File: src/rtl/latch_cap_pkg.sv
// Shared constants and helpers for the latch change-capture block.
//   DEF_WIDTH / DEF_DEPTH / DEF_CNT_W : default parameter values
//   ptr_w()   : FIFO pointer width (one extra wrap bit over the address)
//   sat_max() : all-ones value of the drop counter for a given width
//   sat_inc() : saturating increment used by the drop counter
package latch_cap_pkg;

  localparam int DEF_WIDTH = 32;
  localparam int DEF_DEPTH = 4;
  localparam int DEF_CNT_W = 8;

  function automatic int ptr_w(input int depth);
    return $clog2(depth) + 1;
  endfunction

  // Counter widths above 32 are not supported by these helpers.
  function automatic logic [31:0] sat_max(input int cnt_w);
    if (cnt_w >= 32) return '1;
    return (32'd1 << cnt_w) - 32'd1;
  endfunction

  function automatic logic [31:0] sat_inc(input logic [31:0] v, input int cnt_w);
    if (v >= sat_max(cnt_w)) return v;
    return v + 32'd1;
  endfunction

endpackage

File: src/rtl/latch_cap_fifo.sv
// First-word-fall-through FIFO for captured latch words.
//   clk, rst   : clock, synchronous active-high reset
//   push       : request to store wr_data
//   wr_data    : word to store
//   accept     : push was taken this cycle (not full, or full with a pop)
//   ready      : consumer takes the head this cycle
//   valid      : head holds a word
//   head       : head word, 0 when empty
//   fill       : occupancy 0..DEPTH
module latch_cap_fifo
  import latch_cap_pkg::*;
#(
  parameter int WIDTH = DEF_WIDTH,
  parameter int DEPTH = DEF_DEPTH
) (
  input  logic                     clk,
  input  logic                     rst,
  input  logic                     push,
  input  logic [WIDTH-1:0]         wr_data,
  output logic                     accept,
  input  logic                     ready,
  output logic                     valid,
  output logic [WIDTH-1:0]         head,
  output logic [ptr_w(DEPTH)-1:0]  fill
);

  localparam int PTR_W = ptr_w(DEPTH);
  localparam int AW    = PTR_W - 1;

  logic [WIDTH-1:0] mem [DEPTH];
  logic [PTR_W-1:0] wr_ptr;
  logic [PTR_W-1:0] rd_ptr;
  logic             empty;
  logic             full;
  logic             pop;

  // The extra MSB distinguishes full from empty when the address bits match.
  assign empty  = (wr_ptr == rd_ptr);
  assign full   = (wr_ptr[AW] != rd_ptr[AW]) && (wr_ptr[AW-1:0] == rd_ptr[AW-1:0]);
  assign valid  = !empty;
  assign pop    = valid && ready;
  // When full, a simultaneous pop frees the slot being written; the head is
  // read combinationally before the edge, so overwriting it is safe.
  assign accept = push && (!full || pop);
  assign head   = valid ? mem[rd_ptr[AW-1:0]] : '0;
  assign fill   = wr_ptr - rd_ptr;

  always_ff @(posedge clk) begin
    if (rst) begin
      wr_ptr <= '0;
      rd_ptr <= '0;
    end else begin
      if (accept) wr_ptr <= wr_ptr + PTR_W'(1);
      if (pop)    rd_ptr <= rd_ptr + PTR_W'(1);
    end
  end

  always_ff @(posedge clk) begin
    if (!rst && accept) mem[wr_ptr[AW-1:0]] <= wr_data;
  end

endmodule

File: src/rtl/latch_change_capture.sv
// Samples the latch stage output into the clk domain, queues each new value
// seen while the latch is enabled, and exposes the queue as valid/ready.
//   clk, rst   : clock, synchronous active-high reset
//   lat_en     : enable of the upstream latch stage
//   lat_data   : latch output word
//   out_valid  : head word available
//   out_ready  : consumer takes the head this cycle
//   out_data   : head word, 0 when empty
//   fill       : FIFO occupancy 0..DEPTH
//   drop_cnt   : words lost to a full FIFO, saturating
//   overflow   : sticky, set on the first drop
module latch_change_capture
  import latch_cap_pkg::*;
#(
  parameter int WIDTH = DEF_WIDTH,
  parameter int DEPTH = DEF_DEPTH,
  parameter int CNT_W = DEF_CNT_W
) (
  input  logic                     clk,
  input  logic                     rst,
  input  logic                     lat_en,
  input  logic [WIDTH-1:0]         lat_data,
  output logic                     out_valid,
  input  logic                     out_ready,
  output logic [WIDTH-1:0]         out_data,
  output logic [ptr_w(DEPTH)-1:0]  fill,
  output logic [CNT_W-1:0]         drop_cnt,
  output logic                     overflow
);

  logic             s_en;
  logic [WIDTH-1:0] s_data;
  logic [WIDTH-1:0] last_val;
  logic             has_last;
  logic             push;
  logic             accept;
  logic             drop;
  logic [31:0]      drop_ext;

  // Single sample register: the latch output is treated as quasi-static.
  always_ff @(posedge clk) begin
    if (rst) begin
      s_en   <= 1'b0;
      s_data <= '0;
    end else begin
      s_en   <= lat_en;
      s_data <= lat_data;
    end
  end

  // has_last is cleared while disabled so the first sample after the enable
  // returns is always queued, even if it matches the old value.
  assign push = s_en && (!has_last || (s_data != last_val));

  always_ff @(posedge clk) begin
    if (rst) begin
      last_val <= '0;
      has_last <= 1'b0;
    end else if (!s_en) begin
      has_last <= 1'b0;
    end else if (push) begin
      last_val <= s_data;
      has_last <= 1'b1;
    end
  end

  assign drop     = push && !accept;
  assign drop_ext = 32'(drop_cnt);

  always_ff @(posedge clk) begin
    if (rst) begin
      drop_cnt <= '0;
      overflow <= 1'b0;
    end else if (drop) begin
      drop_cnt <= CNT_W'(sat_inc(drop_ext, CNT_W));
      overflow <= 1'b1;
    end
  end

  latch_cap_fifo #(
    .WIDTH (WIDTH),
    .DEPTH (DEPTH)
  ) u_fifo (
    .clk     (clk),
    .rst     (rst),
    .push    (push),
    .wr_data (s_data),
    .accept  (accept),
    .ready   (out_ready),
    .valid   (out_valid),
    .head    (out_data),
    .fill    (fill)
  );

endmodule

File: config.mk
export PLATFORM = sky130hd
export DESIGN_NAME = latch_change_capture
export DESIGN_NICKNAME = d
export VERILOG_FILES = /design/src/rtl/latch_cap_pkg.sv /design/src/rtl/latch_cap_fifo.sv /design/src/rtl/latch_change_capture.sv
export SDC_FILE = /design/constraint.sdc
export NUM_CORES = 1
export LEC_CHECK = 0
export ABC_AREA = 1
export CORE_MARGIN = 1.5
export CORE_UTILIZATION = 54
export CTS_BUF_LIST = sky130_fd_sc_hd__clkbuf_8
export DETAILED_ROUTE_END_ITERATION = 7
export PLACE_DENSITY_LB_ADDON = 0.15
export SLEW_MARGIN = 15
export SYNTH_ARGS = -nofsm -noshare
export SYNTH_HDL_FRONTEND = slang
export SYNTH_SLANG_ARGS = --single-unit
File: constraint.sdc
create_clock -name clk -period 2.8 [get_ports clk]
set_input_delay 0.56 -clock clk [delete_from_list [all_inputs] [get_ports clk]]
set_output_delay 0.56 -clock clk [all_outputs]
set_load 0.05 [all_outputs]
After elaboration in Yosys (flattened, before gate mapping)
Memory sizes are Yosys's and may differ from the RTL's. A register that Yosys moved wholly into a read port is not among the register bits.
Index checks and enable logic that the tools add are counted.
{ "totals": {"register_bits": 81, "mem_bits_rw": 128, "inputBits": 36, "out_inout_bits": 45, "wordCells": 45, "mem_count": 1} }
{ "memory_table": {"columns": ["name", "depth", "word_bits", "read_ports", "rd_clocked_by_memory_dff", "write_ports", "line", "text"], "rows": [
  ["u_fifo.mem", 4, 32, 1, 1, 1, "latch_cap_fifo.sv:30", "logic [WIDTH-1:0] mem [DEPTH];"]
]} }
{ "op_classes": {"add_sub_neg": 4, "n_lt_le_gt_ge": 1, "eq_ne": 5, "n_mux": 9, "bitwise_logic": 1, "n_reduce_logical": 16} }
{ "ops": {"columns": ["cell", "n"], "rows": [
  ["32-bit two-way mux", 1],
  ["32-bit inequality test", 1],
  ["8-bit by 1-bit adder with 8-bit output, second input constant", 1],
  ["8-bit >= comparator, second input constant", 1],
  ["8-bit two-way mux", 1],
  ["3-bit by 1-bit adder with 3-bit output, second input constant", 2],
  ["1-bit logical AND", 6],
  ["1-bit zero test", 5],
  ["1-bit two-way mux", 5],
  ["2-bit two-way mux", 2],
  ["2-bit AND reduction", 2],
  ["3-bit equality test", 1],
  ["3-bit subtractor", 1],
  ["2-bit equality test", 1],
  ["1-bit logical OR", 2],
  ["2-bit inequality test, second input constant", 1],
  ["2-bit OR reduction", 1],
  ["1-bit inequality test", 1],
  ["1-bit inverter", 1]
]} }

Logic depth before layout (Yosys ltp)
{ "logic_depth": {"word_depth": 11, "mapped_depth": 13, "ltp_nobuf": 13} }

Hierarchy
Synthesis repeated with hierarchy kept, for this count alone.
{ "unflattened": {"cells_unflattened": 908, "hier_area_um2": 8854.7} }
{ "modules_own_cells": {"columns": ["module", "instances", "cells_per_inst", "area_per_inst_um2", "seq_area_each_um2"], "rows": [
  ["latch_cap_fifo", 1, 445, 5526.6, 4003.8],
  ["latch_change_capture", 1, 463, 3328.2, 1501.4]
]} }

Worst setup path after synthesis
OpenSTA, ideal clock, no wires.
{ "synth_timing": {"kind": "register to register", "start": "register s_data[19]", "end": "memory u_fifo.mem[0][0] in the netlist's numbering, enable pin", "setup_time_ns": 0.421, "arrival_time_ns": 2.624, "required_ns": 2.379, "setup_slack_ns": -0.245, "stages_incl_launch_ff": 12, "path_buffers": 1, "period_less_slack_ns": 3.045, "cell_sequence": "dfxtp_1 > nand2_1 > o21ai_0 > inv_1 > nand3_1 > nor2_1 > nand2_1 > nor2_1 > nor2_1 > buf_2 > nand3_1 > nor2_1"} }
{ "synth_via": {"elab_chain_cells": 7} }
{ "synth_lines": {"columns": ["item", "line", "text"], "rows": [
  ["start: declaration", "latch_change_capture.sv:32", "logic [WIDTH-1:0] s_data;"],
  ["start signal: assignment", "latch_change_capture.sv:47", "s_data <= lat_data;"],
  ["32-bit inequality test", "latch_change_capture.sv:53", "assign push = s_en && (!has_last || (s_data != last_val));"],
  ["1-bit logical OR", "latch_change_capture.sv:53", null],
  ["1-bit logical AND", "latch_change_capture.sv:53", null],
  ["1-bit logical AND", "latch_cap_fifo.sv:44", "assign accept = push && (!full || pop);"],
  ["1-bit logical AND", "latch_cap_fifo.sv:59", "if (!rst && accept) mem[wr_ptr[AW-1:0]] <= wr_data;"],
  ["1-bit two-way mux", "latch_cap_fifo.sv:59", null],
  ["1-bit two-way mux (implied by the code)", "latch_cap_fifo.sv:59", null],
  ["end: declaration", "latch_cap_fifo.sv:30", null]
]} }
Every way passes these cells.

==> results.sh <==
export IMPL_outcome="complete, no violations"
export IMPL_hold_start="last_val[7]"
export IMPL_cts_sinks=211
export IMPL_place_inst=1171
export IMPL_routed_wl_um=18600
export IMPL_synth_cell_types=32
export IMPL_power_leakage_nw=4.21
export IMPL_viasPerCell=4.99
export IMPL_io_buffer_count=80
export IMPL_hold_viol=0
export IMPL_drt_first_pass_iters=5
export IMPL_period_needed_ns=2.67
export IMPL_antenna_found_initial=0
export IMPL_slowest_stage="clkbuf_8"
export IMPL_vias=6186
export IMPL_cap_violations=0
export IMPL_drc=0
export IMPL_postSynthAreaPerCell_sq_um=9.68
export IMPL_dp_hpwl_um=10700
export IMPL_final_antenna_net_count=0
export IMPL_critPathKind="reg2out"
export IMPL_cts_root_buffer="clkbuf_8"
export IMPL_cp_end_kind="primary output"
export IMPL_drive_gt1_share_pct=15.5
export IMPL_clockBufferDepth=3
export IMPL_grt_pass1_wl_um=29200
export IMPL_dr_first_iter_drc_count=426
export IMPL_cts_max_level=2
export IMPL_ys_seq_area_share_pct=63.5
export IMPL_worst_pin_slew_ns=0.495
export IMPL_insertion_delay_ns=0.52
export IMPL_cts_tree="yes"
export IMPL_holdWs_ns=0.457
export IMPL_dieHeight_um=130
export IMPL_path_clk_slew_ns=0.06
export IMPL_synth_seq_cells=211
export IMPL_diodes=0
export IMPL_area_growth_syn_to_layout_pct=20.2
export IMPL_post_route_period_util_pct=95.3
export IMPL_setup_viol=0
export IMPL_grt_usage_pct=22.7
export IMPL_hold_buffers=0
export IMPL_fp_row_count=46
export IMPL_die_w_um=130
export IMPL_cts_buffers=36
export IMPL_syn_inst=896
export IMPL_dieArea_sq_mm=0.0168
export IMPL_grt_pass1_vias=5764
export IMPL_reg2reg_from="s_data[19]"
export IMPL_cp_arrival_ns=2.11
export IMPL_pwr_density_cell_mw_per_mm2=756
export IMPL_finalNetCount=1040
export IMPL_relSlewSlack_pct=66.9
export IMPL_cp_required_ns=2.24
export IMPL_fin_cells=1239
export IMPL_avgRoutedWirePerCell_um=15.0
export IMPL_core_sq_mm=0.0158
export IMPL_pin_count=81
export IMPL_initial_core_util_pct=55.0
export IMPL_worstSetupStartpointType="flop"
export IMPL_slew_viol_final=0
export IMPL_finalClockSkew_ns=0.0208
export IMPL_path_max_fanout=64
export IMPL_peakVddDrop_v=0.000520
export IMPL_syn_area_sq_mm=0.00867
export IMPL_rsz0062_at_grt="no"
export IMPL_slowest_delay_ns=0.38
export IMPL_crit_top_cell="nor2_1"
export IMPL_synth_warnings=0
export IMPL_grt_ovfl_total=0
export IMPL_place_gp_congestion=0.732
export IMPL_fmax_mhz=375
export IMPL_hold_path_class="reg2reg"
export IMPL_synth_nets=941
export IMPL_tns_ns=0
export IMPL_crit_chain="clkbuf_8, nor2_1, nor2_1, o21ai_0, a21oi_2, buf_4"
export IMPL_grt_max_degree=65
[kinds of logic after synthesis]
family | share of synthesized area (%)
buffers and inverters | 7.18
DFF | 63.5
adders and majority gates | 1.38
AOI/OAI and AO/OA | 10.9
and+or+nand+nor | 15.9
xor gates and xnor gates | 1.10
[path summary, 6_finish.rpt]
| check | end | slack (ns) | cells after the start |
|---|---|---|---|
| setup reg to reg | u_fifo.mem[1][15] | 0.54 | 11 |
| hold reg to reg | last_val[7] | 0.46 | 2 |
| hold / removal | last_val[7] | 0.46 | 2 |
| setup / recovery | out_data[4] | 0.13 | 6 |
[layout by cell type, fill, tap and decap left out, types with 7 or more instances in the layout]
master and instances:
nand4_1 7, nor2_2 7, nor2_1 203, nand2_1 103, dfxtp_1 80, clkbuf_8 40
a21oi_2 34, ha_1 7, inv_1 126, buf_4 49, edfxtp_1 128, o21ai_0 70
clkdlybuf4s50_1 43, o21ai_1 31, a21oi_1 33, nand3_1 12
[cells in the mapped netlist, drive strengths merged]
| cell type | n | area [sq um] |
|---|---|---|
| o21ai | 101 | 505 |
| xnor2 | 5 | 43.8 |
| xor2 | 5 | 51.3 |
| clkbuf | 24 | 90.1 |
| nand3 | 12 | 60.1 |
| buf | 15 | 96.3 |
| inv | 114 | 428 |
| o21a | 1 | 7.51 |
| clkinv | 2 | 8.75 |
| dfxtp | 83 | 1660 |
| fa | 1 | 20.0 |
| edfxtp | 128 | 3840 |
| nor2 | 212 | 811 |
| nand4 | 9 | 77.6 |
| nor3 | 3 | 15.0 |
| nor3b | 1 | 7.51 |
| ha | 8 | 100 |
| nand2 | 105 | 409 |
| a21oi | 67 | 437 |
[sequential cells by signal, indices dropped and copies added, names as in the netlist, named ones only]
name           cells
u_fifo.wr_ptr      3
overflow           1
u_fifo.mem       128
drop_cnt           8
s_data            32
s_en               1
has_last           1
last_val          32
u_fifo.rd_ptr      3
[per-stage QoR]
stage | total power [mW] | setup WS, ns | utilization, % | area, sq um
2_1_floorplan | 4.71 | -0.245 | - | 8670
3_3_place_gp | 5.27 | 0.517 | 61.3 | 9660
3_5_place_dp | 5.28 | 0.507 | 61.3 | 9660
4_1_cts | 7.86 | 0.0166 | 65.6 | 10300
5_1_grt | 8.22 | 0.0227 | 66.1 | 10400
6_report | 7.88 | 0.131 | 66.1 | 10400
[area by class of cell]
class                      count  area [sq um]
fill                        1277          5350
sequential                   211          5510
multi-input combinational    530          2600
timing repair buffer         100           931
clock buffer                  39           537
tap                          216           270
clock inverter                27           139
inverter                     116           438
[worst max-delay path, delay by kind of cell, from the launching register on]
family / cells / cell delay [ns]
buffers and inverters: 2 / 0.61
AO/OA/AOI/OAI: 2 / 0.35
flip-flops: 1 / 0.34
AND/OR/NAND/NOR: 2 / 0.23
[power breakdown]
part	internal, mW	switching, mW
clock network	1.38	1.20
registers	3.39	0.0823
logic	0.560	1.28
[what timing repair did]
action,in CTS,in global routing
pin swaps,0,1
cloned,0,1
setup endpoints to repair,7,33
buffers inserted,0,1
hold endpoints to repair,0,0
resized for setup,4,11
[layer usage]
layer	up-vias	track usage, %	wire (um)
met5	-	0	0
met4	0	6.60	334
met3	34	4.84	986
met2	173	36.7	8670
met1	2873	31.2	8560
li1	3106	-	-
Power figures use the tool's default switching activity.
